[src/rtl/data_memory.sv]
// Single-port word memory with a request/ready handshake and configurable read latency.
// Define MEM_PARITY_EN to add a per-word even-parity bit and a par_inject input for error injection.
module data_memory #(
  parameter int ADDR_W = 4,
  parameter int DATA_W = 8,
  parameter int RD_LAT = 2
) (
  input  logic              clock,
  input  logic              reset,
`ifdef MEM_PARITY_EN
  input  logic              par_inject,
`endif
  input  logic              mem_rd,
  input  logic              mem_wr,
  input  logic [ADDR_W-1:0] adrs,
  input  logic [DATA_W-1:0] wr_data,
  output logic [DATA_W-1:0] rd_data,
  output logic              mem_ready,
  output logic              mem_busy,
  output logic              mem_err
);

  localparam int DEPTH = 1 << ADDR_W;
  // RD_WAIT is held for RD_LAT-1 cycles; the counter starts at RD_LAT-2 and exits on zero.
  localparam logic [1:0] CNT_INIT = (RD_LAT > 1) ? 2'(RD_LAT - 2) : 2'd0;

  typedef enum logic [1:0] {IDLE, RD_WAIT, WR, DONE} state_t;

  state_t            state, state_nxt;
  logic [DATA_W-1:0] mem [DEPTH];
  logic [ADDR_W-1:0] adr_q;
  logic [DATA_W-1:0] wdata_q;
  logic [1:0]        cnt;
  logic              rd_req, wr_req, collide;
  logic              load_rd, write_en;
  logic [ADDR_W-1:0] rd_addr;
`ifdef MEM_PARITY_EN
  logic              par_mem [DEPTH];
  logic              par_q;
`endif

  assign rd_req    = mem_rd & ~mem_wr;
  assign wr_req    = mem_wr & ~mem_rd;
  assign collide   = (state == IDLE) & mem_rd & mem_wr;
  assign mem_busy  = (state != IDLE);
  assign mem_ready = (state == DONE);
  // With RD_LAT=1 the read is loaded on the accepting edge, so use the live address.
  assign rd_addr   = (state == IDLE) ? adrs : adr_q;

  always_ff @(posedge clock or posedge reset) begin
    if (reset) state <= IDLE;
    else       state <= state_nxt;
  end

  always_comb begin
    // NOTE: every output of this block gets a default first so no path infers a latch.
    state_nxt = state;
    load_rd   = 1'b0;
    write_en  = 1'b0;
    case (state)
      IDLE: begin
        if (rd_req) begin
          state_nxt = (RD_LAT == 1) ? DONE : RD_WAIT;
          load_rd   = (RD_LAT == 1);
        end else if (wr_req) begin
          state_nxt = WR;
        end
      end
      RD_WAIT: begin
        if (cnt == 2'd0) begin
          state_nxt = DONE;
          load_rd   = 1'b1;
        end
      end
      WR: begin
        write_en  = 1'b1;
        state_nxt = DONE;
      end
      DONE:    state_nxt = IDLE;
      default: state_nxt = IDLE;
    endcase
  end

  // NOTE: the array is in the async reset on purpose -- reset must clear every word at once,
  // which rules out a plain RAM macro for this block.
  always_ff @(posedge clock or posedge reset) begin
    if (reset) begin
      adr_q   <= '0;
      wdata_q <= '0;
      cnt     <= '0;
      rd_data <= '0;
      mem_err <= 1'b0;
      for (int i = 0; i < DEPTH; i++) mem[i] <= '0;
`ifdef MEM_PARITY_EN
      par_q <= 1'b0;
      for (int i = 0; i < DEPTH; i++) par_mem[i] <= 1'b0;
`endif
    end else begin
      mem_err <= collide;
      if (state == IDLE && (rd_req || wr_req)) begin
        adr_q   <= adrs;
        wdata_q <= wr_data;
        cnt     <= CNT_INIT;
`ifdef MEM_PARITY_EN
        par_q   <= (^wr_data) ^ par_inject;
`endif
      end
      if (state == RD_WAIT && cnt != 2'd0) cnt <= cnt - 2'd1;
      if (write_en) begin
        mem[adr_q] <= wdata_q;
`ifdef MEM_PARITY_EN
        par_mem[adr_q] <= par_q;
`endif
      end
      if (load_rd) begin
        rd_data <= mem[rd_addr];
`ifdef MEM_PARITY_EN
        mem_err <= (^mem[rd_addr]) != par_mem[rd_addr];
`endif
      end
    end
  end

endmodule

[config.mk]
export PLATFORM = sky130hd
export DESIGN_NAME = data_memory
export DESIGN_NICKNAME = d
export VERILOG_FILES = /design/src/rtl/data_memory.sv
export SDC_FILE = /design/constraint.sdc
export NUM_CORES = 1
export LEC_CHECK = 0
export BUFFER_PORTS_ARGS = -buffer_cell sky130_fd_sc_hd__buf_2
export CAP_MARGIN = 20
export CORE_ASPECT_RATIO = 1.25
export CORE_MARGIN = 2
export CORE_UTILIZATION = 60
export DETAILED_ROUTE_END_ITERATION = 7
export PLACE_DENSITY = 0.78
export SYNTH_ARGS = -nofsm -noshare
export SYNTH_HDL_FRONTEND = slang
export SYNTH_SLANG_ARGS = --single-unit
[constraint.sdc]
create_clock -name clock -period 11.8 [get_ports clock]
set_clock_uncertainty 0.15 [all_clocks]
set_input_delay 1.18 -clock clock [delete_from_list [all_inputs] [get_ports clock]]
set_output_delay 1.18 -clock clock [all_outputs]
set_load 0.01 [all_outputs]
==> qor.csv, run 1 <==
metric,value,unit
P_leak,3.66,nW
CTS Sinks,153,
Nets,659,
maxcap violations,0,
total congestion overflow,0,
fmax,301,MHz
postcts setup bufs,0,
initial antenna violation count,0,
DIE AREA,13200,µm²
endpoints failing setup,0,
Critical Path Fanout Max,29,
Critical-path top delay cell,mux2i_4,
Reg area,3830,µm²
Routed WL,17600,µm
hold-fix buffers at CTS,0,
Detailed Routing Iterations Pass 1,6,
fin crit share,0.281,
syn nets,647,
Avg Synthesized Cell Area,11.8,µm²
DR vias,5199,
Initial Utilization,0.611,
IO Pins,27,
CTS tree,yes,
"Distinct cells, synth",40,
"CTS clk-pin slew, worst paths",0.06,ns
Final WS setup,8.48,ns
Yosys warnings,0,
startpoint types,register,
fin crit period,3.32,ns
Hold Slack,0.346,ns
share of cells above drive strength 1,0.331,
"Hold Vio Cnt, Final",0,
peak supply drop,0.136,mV
antenna cells,0,
post-CTS resize count,0,
CTS H-tree depth,4,
biggest area contributors in the synthesized netlist,"dfrtp_1 (52%), mux2_2 (21%), nand2_1 (3.8%)",
remaining antenna violation count,0,
Cells after Synth,624,
Worst-Margin Slew,1.08,ns
sequential cell area fraction in the yosys report,0.520,
clk root buf,clkbuf_16,
Die Y,128,µm
Core Area,12000,µm²
Multi-input gate area,3310,µm²
port buffer count,26,
Min-Delay Path Class,register to register,
Filler Cell Count,919,
post-layout util,0.675,
first-pass GRT wire length,28300,µm
number of buffers created by CTS,17,
Synth area leader,dfrtp_1,
DRT iter0 DRCs,341,
cell area after layout,8140,µm²
DRC viols,0,
Avg WL per Cell,21.6,µm
Critical Path RT,11.95,ns
area delta synth->final,10.6,%
CTS Buffer Depth,2,
critical path class,register to register,
total track usage,0.287,
Synth top area share,0.520,
Vias/cell,6.39,
placed cell count,781,
CP bufs+invs,2,
hpwl dp,11200,µm
largest net degree at the start of global routing,84,
CP Capture Type,register,
Critical Path AT,3.47,ns
pre-CTS worst setup slack,8.36,ns
pwr dens,296,nW/µm²
vias in the first global route,5533,
RePlAce Congestion,0.875,
Placed Area,7570,µm²
setup TNS,0,ns
DIE WIDTH,103,µm
"slowest stage delay, CP",0.91,ns
outcome,"finished, final reports clean",
#FFs+latches synth,153,
Pwr Total,2.41,mW
worst-path cell chain,inv_1 -> ha_1 -> buf_4 -> mux2i_4 -> mux4_2 -> a221oi_1 -> a21oi_1,
unrepaired setup endpoints after global routing,no,
Rows,45,
Non-Filler Instances,813,
Synth Cell Area,7360,µm²
"Slew Viols, Final",0,
Slew HR,0.274,
Worst-Skew Late Latency,0.42,ns
Worst path top cell family by delay,multiplexers,
[report_power, final]
part	switching, mW	total, mW	internal (mW)
combinational	0.494	0.912	0.418
sequential	0.216	0.962	0.746
clock	0.216	0.532	0.316
total	0.926	2.41	1.48
[cell usage after synthesis]
master / count
mux2i_2: 1
or3_1: 1
mux4_2: 3
mux2i_1: 13
ha_1: 7
o22ai_1: 4
nor4_1: 1
a211oi_1: 18
o21ai_1: 2
a2111oi_2: 1
dfrtp_1: 153
o211ai_1: 3
nor3_1: 1
nand2_1: 74
and3_1: 11
nand3_1: 14
o2111ai_1: 1
o21ai_0: 17
a21oi_1: 18
mux2_2: 139
nand2b_1: 7
nor3b_1: 1
mux2i_4: 1
buf_6: 6
inv_1: 9
nand4_1: 6
clkbuf_1: 19
a32oi_1: 12
nor2b_1: 4
nor2_2: 6
and2b_1: 1
buf_2: 13
o21a_1: 5
a221oi_1: 2
a31oi_1: 4
mux2_4: 2
mux2_1: 1
o31ai_1: 5
nor2_1: 34
nand3b_1: 4
[routing by layer]
metal  wire (µm)  GRT usage
met5           0          0
met4         658      0.136
met3         925     0.0589
met2        9210      0.497
met1        6780      0.336
[worst reg2reg max path, delay by kind of cell, from the launching register on]
family          cells  cell delay, ns
fa+ha+maj           1            0.16
buf+inv             2            0.47
compound gates      2            0.45
mux                 2            1.54
flops               1            0.42
[flip-flops by register name (all words and copies together), names as in the netlist]
signal   count
state        2
adr_q        4
mem_err      1
wdata_q      8
mem        128
cnt          2
rd_data      8
[final timing paths]
kind | from | to | slack (ns) | cells past startpoint
worst max-delay path | state[0]$_DFFE_PP0P_ | rd_data[6]$_DFFE_PP0P_ | 8.48 | 7
worst min-delay path | rd_data[7]$_DFFE_PP0P_ | rd_data[7]$_DFFE_PP0P_ | 0.35 | 2
worst max register to register | state[0]$_DFFE_PP0P_ | rd_data[6]$_DFFE_PP0P_ | 8.48 | 7
worst min register to register | rd_data[7]$_DFFE_PP0P_ | rd_data[7]$_DFFE_PP0P_ | 0.35 | 2
max in group asynchronous | reset | mem[59]$_DFFE_PP0P_ | 9.38 | 3
min in group asynchronous | reset | wdata_q[7]$_DFFE_PP0P_ | 0.72 | 2
[cell type report]
cell class / instances / share of cell area
inverters: 9 / 0.00477
repair buffers: 31 / 0.0231
multi-input cells: 424 / 0.406
flip-flops and latches: 153 / 0.470
clock inverters: 11 / 0.0151
clock buffers: 21 / 0.0553
well taps: 164 / 0.0252
[logic make-up (layout without fill, tap and decap cells)]
| group | Yosys count | after routing | synth area share |
|---|---|---|---|
| and+or+nand+nor | 165 | 165 | 0.102 |
| muxes | 160 | 160 | 0.250 |
| DFF | 153 | 153 | 0.520 |
| AOI/OAI and AO/OA | 92 | 92 | 0.0835 |
| buffers and inverters | 47 | 72 | 0.0323 |
| adders and majority gates | 7 | 7 | 0.0119 |
[cell usage in the layout (no fill, tap or decap), types with 6 or more instances in the layout]
master     count
mux2i_1       12
nor2_1        34
nand2_1       74
buf_2         26
clkbuf_16     17
nand3_1       14
nand2b_1       7
inv_1          8
o21ai_0       17
nand4_1        6
and3_1        11
mux2_2       139
a32oi_1       12
dfrtp_1      153
a21oi_1       18
a211oi_1      18
ha_1           7
nor2_2         6
No activity file was read; power rests on OpenSTA's default activity.
==> run 2: changes to the inputs <==
- CORE_UTILIZATION: 60 -> 56
- PLACE_DENSITY: 0.78 -> 0.76
- clock period: 11.8 -> 2.83 ns (I/O delays scaled with it)
==> run 2 against run 1 <==
Against the previous run: global-route usage down 1.9 points; fmax grew 23%; combinational power increased to 4.3 times the previous value; highest routed layer unchanged; critical path depth grew 3; largest cell class unchanged; first-iteration DRC count grew 4.7%; via count increased by 0.73%.
==> qor.csv, run 2 (synthesis gave the netlist of run 1 again) <==
metric,value,unit
Critical Path Fanout Max,32,
DIE AREA,14100,µm²
Largest register FFs,128,
DRC viols,0,
first-pass GRT wire length,28800,µm
Reg area,3830,µm²
peak supply drop,0.757,mV
Slew HR,0.418,
largest net degree at the start of global routing,48,
Rows,46,
DRT iter0 DRCs,357,
Avg WL per Cell,20.9,µm
"CTS clk-pin slew, worst paths",0.06,ns
Detailed Routing Iterations Pass 1,6,
"most common cell after layout, fill and taps aside",dfrtp_1,
area delta synth->final,15.2,%
initial antenna violation count,0,
r2r setup slk,0.13,ns
critical path class,register to register,
CP Capture Type,register,
CTS H-tree depth,4,
r2r worst-path depth,10,
Die Y,132,µm
crit path capture,rd_data[4]$_DFFE_PP0P_,
Multi-input gate area,3310,µm²
clk root buf,clkbuf_16,
number of buffers created by CTS,17,
remaining antenna violation count,0,
total congestion overflow,0,
CTS tree,yes,
Biggest register,mem,
RePlAce Congestion,0.887,
DIE WIDTH,107,µm
post-CTS resize count,0,
Critical Path RT,3.05,ns
Min-Delay Path Class,primary input to register,
Hold Slack,0.0264,ns
CTS Buffer Depth,2,
Core Area,12800,µm²
Final WS setup,0.131,ns
port buffer count,26,
total track usage,0.268,
Worst Setup SP,state[0]$_DFFE_PP0P_,
Routed WL,17600,µm
Initial Utilization,0.576,
maxcap violations,0,
fmax,370,MHz
setup TNS,0,ns
P_leak,3.82,nW
Vias/cell,6.20,
"Slew Viols, Final",0,
share of cells above drive strength 1,0.343,
Worst-Margin Slew,0.872,ns
fin crit share,0.954,
unrepaired setup endpoints after global routing,no,
most frequent cells in the layout,"dfrtp_1 (153), mux2_2 (139), nand2_1 (74)",
Worst-Skew Late Latency,0.43,ns
endpoints failing setup,0,
DR vias,5237,
Largest regs,"mem: 128 flops, rd_data: 8 flops, wdata_q: 8 flops",
vias in the first global route,5547,
hpwl dp,11900,µm
outcome,"finished, final reports clean",
Critical Path AT,2.91,ns
fin crit period,2.70,ns
startpoint types,register,
pwr dens,1220,nW/µm²
postcts setup bufs,0,
Filler Cell Count,955,
IO Pins,27,
Reg-to-Reg End,rd_data[4]$_DFFE_PP0P_,
pre-CTS worst setup slack,0.188,ns
reg2reg start,state[0]$_DFFE_PP0P_,
Nets,686,
antenna cells,0,
"Hold Vio Cnt, Final",0,
CTS Sinks,153,
[run 2: cell types whose count changed in the layout (fill, tap and decap cells not counted)]
| cell | previous run | this run |
|---|---|---|
| bufinv_16 | 2 | 4 |
| clkbuf_1 | 3 | 2 |
| clkinv_2 | 3 | 0 |
| clkbuf_8 | 1 | 0 |
| clkinvlp_4 | 4 | 5 |
| buf_16 | 1 | 0 |
| clkinv_4 | 1 | 3 |
| buf_12 | 0 | 6 |
| dlygate4sd3_1 | 0 | 11 |
| buf_4 | 4 | 15 |
[run 2: cell type report]
class | count | share of cell area
sequential | 153 | 0.451
multi-input combinational | 424 | 0.390
timing repair buffer | 58 | 0.0558
clock buffer | 19 | 0.0510
tap | 168 | 0.0248
clock inverter | 13 | 0.0229
inverter | 9 | 0.00443
[run 2: routing by layer]
layer,GRT usage,wire (µm),up-vias
met5,0,0,-
met4,0.125,585,0
met3,0.0564,822,54
met2,0.454,9170,176
met1,0.326,7020,2693
li1,-,-,2314
[run 2: worst min path at each step]
stage | start | to | slack [ns] | cells after the start
final | adrs[3] | adr_q[3]$_DFFE_PP0P_ | 0.03 | 2
after global routing | adrs[3] | adr_q[3]$_DFFE_PP0P_ | 0.03 | 2
after CTS | adrs[3] | adr_q[3]$_DFFE_PP0P_ | 0.01 | 2
after detailed placement | rd_data[7]$_DFFE_PP0P_ | rd_data[7]$_DFFE_PP0P_ | 0.32 | 2
after global placement | cnt[1]$_DFFE_PP0P_ | cnt[1]$_DFFE_PP0P_ | 0.31 | 2
after floorplan | adrs[2] | adr_q[2]$_DFFE_PP0P_ | 0.28 | 1
[run 2: power by group]
group / leakage [nW] / internal (mW) / switching [mW]
registers: 1.96 / 3.11 / 0.907
logic: 1.57 / 1.89 / 2.04
clock network: 0.290 / 1.48 / 0.919
total: 3.82 / 6.49 / 3.86
[run 2: critical path: stages, from the launching register on]
cell     delay [ns]
dfrtp_1        0.42
inv_1          0.13
ha_1           0.27
buf_4          0.25
mux2i_4        0.28
buf_4          0.37
nor2_1         0.10
o21a_1         0.19
o31ai_1        0.23
a32oi_1        0.15
nand2_1        0.09
[run 2: through the flow]
step | power [mW] | cell area, µm² | std cells | util
after floorplan | 6.71 | 7360 | 624 | -
after global placement | 7.71 | 7740 | 801 | 0.606
after detailed placement | 7.92 | 7740 | 801 | 0.606
after CTS | 10.3 | 8480 | 844 | 0.664
after global routing | 10.9 | 8480 | 844 | 0.664
final | 10.3 | 8480 | 844 | 0.664
[run 2: repair_timing]
action                                  in CTS  in global routing
hold buffers                                11                  0
endpoints found under the hold margin       41                  0
endpoints found under the setup margin       0                  0
==> run 3: changes to the inputs <==
- GPL_TIMING_DRIVEN: default -> 0
- PLACE_DENSITY: 0.76 -> default
- PLACE_DENSITY_LB_ADDON: default -> 0.05
==> run 3 against run 2 <==
Against the previous run: via count increased by 1.9%; setup slack got worse by 0.051 ns; die area unchanged; sequential power decreased by 6.2%; sequential share of layout area about the same; final cell count increased by 2.8%; non-clock buffer count increased by 24; critical path type unchanged.
==> qor.csv, run 3 (synthesis gave the netlist of run 1 again) <==
metric,value,unit
Worst Hold End,adr_q[3]$_DFFE_PP0P_,
Sw Ratio,0.391,
Die Y,132,µm
Avg WL per Cell,21.8,µm
P_sw,4.04,mW
worst-path cell chain,inv_1 -> ha_1 -> nor3b_1 -> nand3b_1 -> mux2_2,
sequential power share,0.364,
Non-Filler Instances,868,
Multi-input gate area,3320,µm²
IO Pins,27,
Largest regs,"mem: 128 flops, rd_data: 8 flops, wdata_q: 8 flops",
critical path class,register to register,
Core Area,12800,µm²
maxcap violations,0,
outcome,"finished, final reports clean",
Comb pwr share,0.433,
Routed WL,18900,µm
largest net degree at the start of global routing,41,
cell-internal power,6.31,mW
r2r worst-path depth,5,
DRT iter0 DRCs,330,
reg2reg start,state[0]$_DFFE_PP0P_,
CP Capture Type,register,
Critical Path Fanout Max,8,
DRC viols,0,
CTS Buffer Depth,2,
Worst-Skew Late Latency,0.43,ns
hpwl dp,13600,µm
clk root buf,clkbuf_16,
port buffer count,26,
share of cells above drive strength 1,0.343,
P_leak,3.84,nW
Final WS setup,0.0796,ns
first-pass GRT wire length,30200,µm
vias in the first global route,5483,
DIE WIDTH,107,µm
Rows,46,
initial antenna violation count,0,
endpoints failing setup,0,
antenna cells,0,
fmax,364,MHz
r2r setup slk,0.08,ns
unrepaired setup endpoints after global routing,no,
most frequent cells in the layout,"dfrtp_1 (153), mux2_2 (139), nand2_1 (74)",
Nets,710,
Worst path top cell family by delay,simple AND/OR/NAND/NOR gates,
Worst-Margin Slew,0.878,ns
fin crit share,0.972,
Reg-to-Reg End,mem[89]$_DFFE_PP0P_,
area delta synth->final,15.4,%
post-layout util,0.664,
peak supply drop,0.698,mV
worst hold path depth,2,
pwr dens,1220,nW/µm²
Reg area,3830,µm²
"Slew Viols, Final",0,
total congestion overflow,0,
Filler Cell Count,1030,
"CTS clk-pin slew, worst paths",0.06,ns
startpoint types,register,
RePlAce Congestion,0.955,
"Hold Vio Cnt, Final",0,
Biggest register,mem,
Initial Utilization,0.576,
fin crit period,2.75,ns
placed cell count,822,
Vias/cell,6.15,
number of buffers created by CTS,17,
"slowest stage delay, CP",0.57,ns
total track usage,0.287,
Largest register FFs,128,
Slew HR,0.413,
Critical-path top delay cell,nor3b_1,
hold_sp,adrs[3],
DIE AREA,14100,µm²
CTS Sinks,153,
Min-Delay Path Class,primary input to register,
Detailed Routing Iterations Pass 1,5,
Critical Path RT,2.99,ns
pre-CTS worst setup slack,-0.406,ns
CTS tree,yes,
Critical Path AT,2.91,ns
remaining antenna violation count,0,
DR vias,5336,
"most common cell after layout, fill and taps aside",dfrtp_1,
CTS H-tree depth,4,
CP bufs+invs,1,
Clock power frac,0.203,
-- run 3: cell types whose count changed in the layout (fill, tap and decap cells not counted), moves of 3 or more --
cell,delta
buf_6,+6
buf_2,+12
clkbuf_1,+19
clkinvlp_4,-3
clkbuf_2,+3
buf_4,-12
bufinv_16,-3
clkinv_2,+5
-- run 3: power by group through the flow --
stage / combinational, mW / clock (mW) / sequential [mW]
2_1_floorplan: 3.14 / 0 / 3.57
3_3_place_gp: 4.23 / 0 / 3.73
3_5_place_dp: 4.35 / 0 / 3.78
4_1_cts: 4.46 / 2.12 / 3.75
5_1_grt: 4.87 / 2.21 / 3.88
6_report: 4.49 / 2.10 / 3.77
-- run 3: how the worst max path moves through the flow --
stage                          from                endpoint  slack, ns  depth (start not counted)
4_1_cts        state[0]$_DFFE_PP0P_  rd_data[6]$_DFFE_PP0P_     0.0002                          8
2_1_floorplan                 reset    adr_q[0]$_DFFE_PP0P_       0.47                          1
3_5_place_dp   state[0]$_DFFE_PP0P_  rd_data[0]$_DFFE_PP0P_      -0.41                          9
5_1_grt        state[0]$_DFFE_PP0P_  rd_data[6]$_DFFE_PP0P_      0.005                          8
6_report       state[0]$_DFFE_PP0P_     mem[89]$_DFFE_PP0P_       0.08                          5
3_3_place_gp                  reset      mem[1]$_DFFE_PP0P_      -0.39                          2
-- run 3: metal layers --
layer	global-route usage	vias up	routed length (µm)	part of all wire
met4	0.144	0	869	0.046
met1	0.347	2718	7330	0.39
met5	0	-	0	0
met3	0.0643	55	1120	0.059
li1	-	2374	-	-
met2	0.483	189	9620	0.51
-- run 3: final cells by class --
cell class,count,share of cell area
sequential,153,0.451
buffer,38,0.0248
tap,168,0.0248
inverter,9,0.00442
multi-input combinational,424,0.391
clock buffer,24,0.0556
clock inverter,8,0.00840
timing repair buffer,44,0.0404
-- run 3: timing repair --
item,in CTS,in global routing
buffers inserted,3,0
resized for setup,7,4
endpoints found under the hold margin,33,0
pin swaps,0,0
hold buffers,11,0
endpoints found under the setup margin,16,15
-- run 3: worst reg2reg max path, cell delays in order (launching register included) --
cell and delay (ns):
dfrtp_1 0.42, inv_1 0.14, ha_1 0.34, nor3b_1 0.57, nand3b_1 0.57, mux2_2 0.45
-- run 3: through the flow --
step / TNS (ns) / hold slack (ns) / cell area [µm²] / total power [mW]
2_1_floorplan: 0 / 0.285 / 7360 / 6.71
3_3_place_gp: -60.87 / 0.318 / 7700 / 7.96
3_5_place_dp: -3.36 / 0.260 / 7780 / 8.13
4_1_cts: 0 / 0.0236 / 8480 / 10.3
5_1_grt: 0 / 0.0374 / 8490 / 11.0
6_report: 0 / 0.0410 / 8490 / 10.4
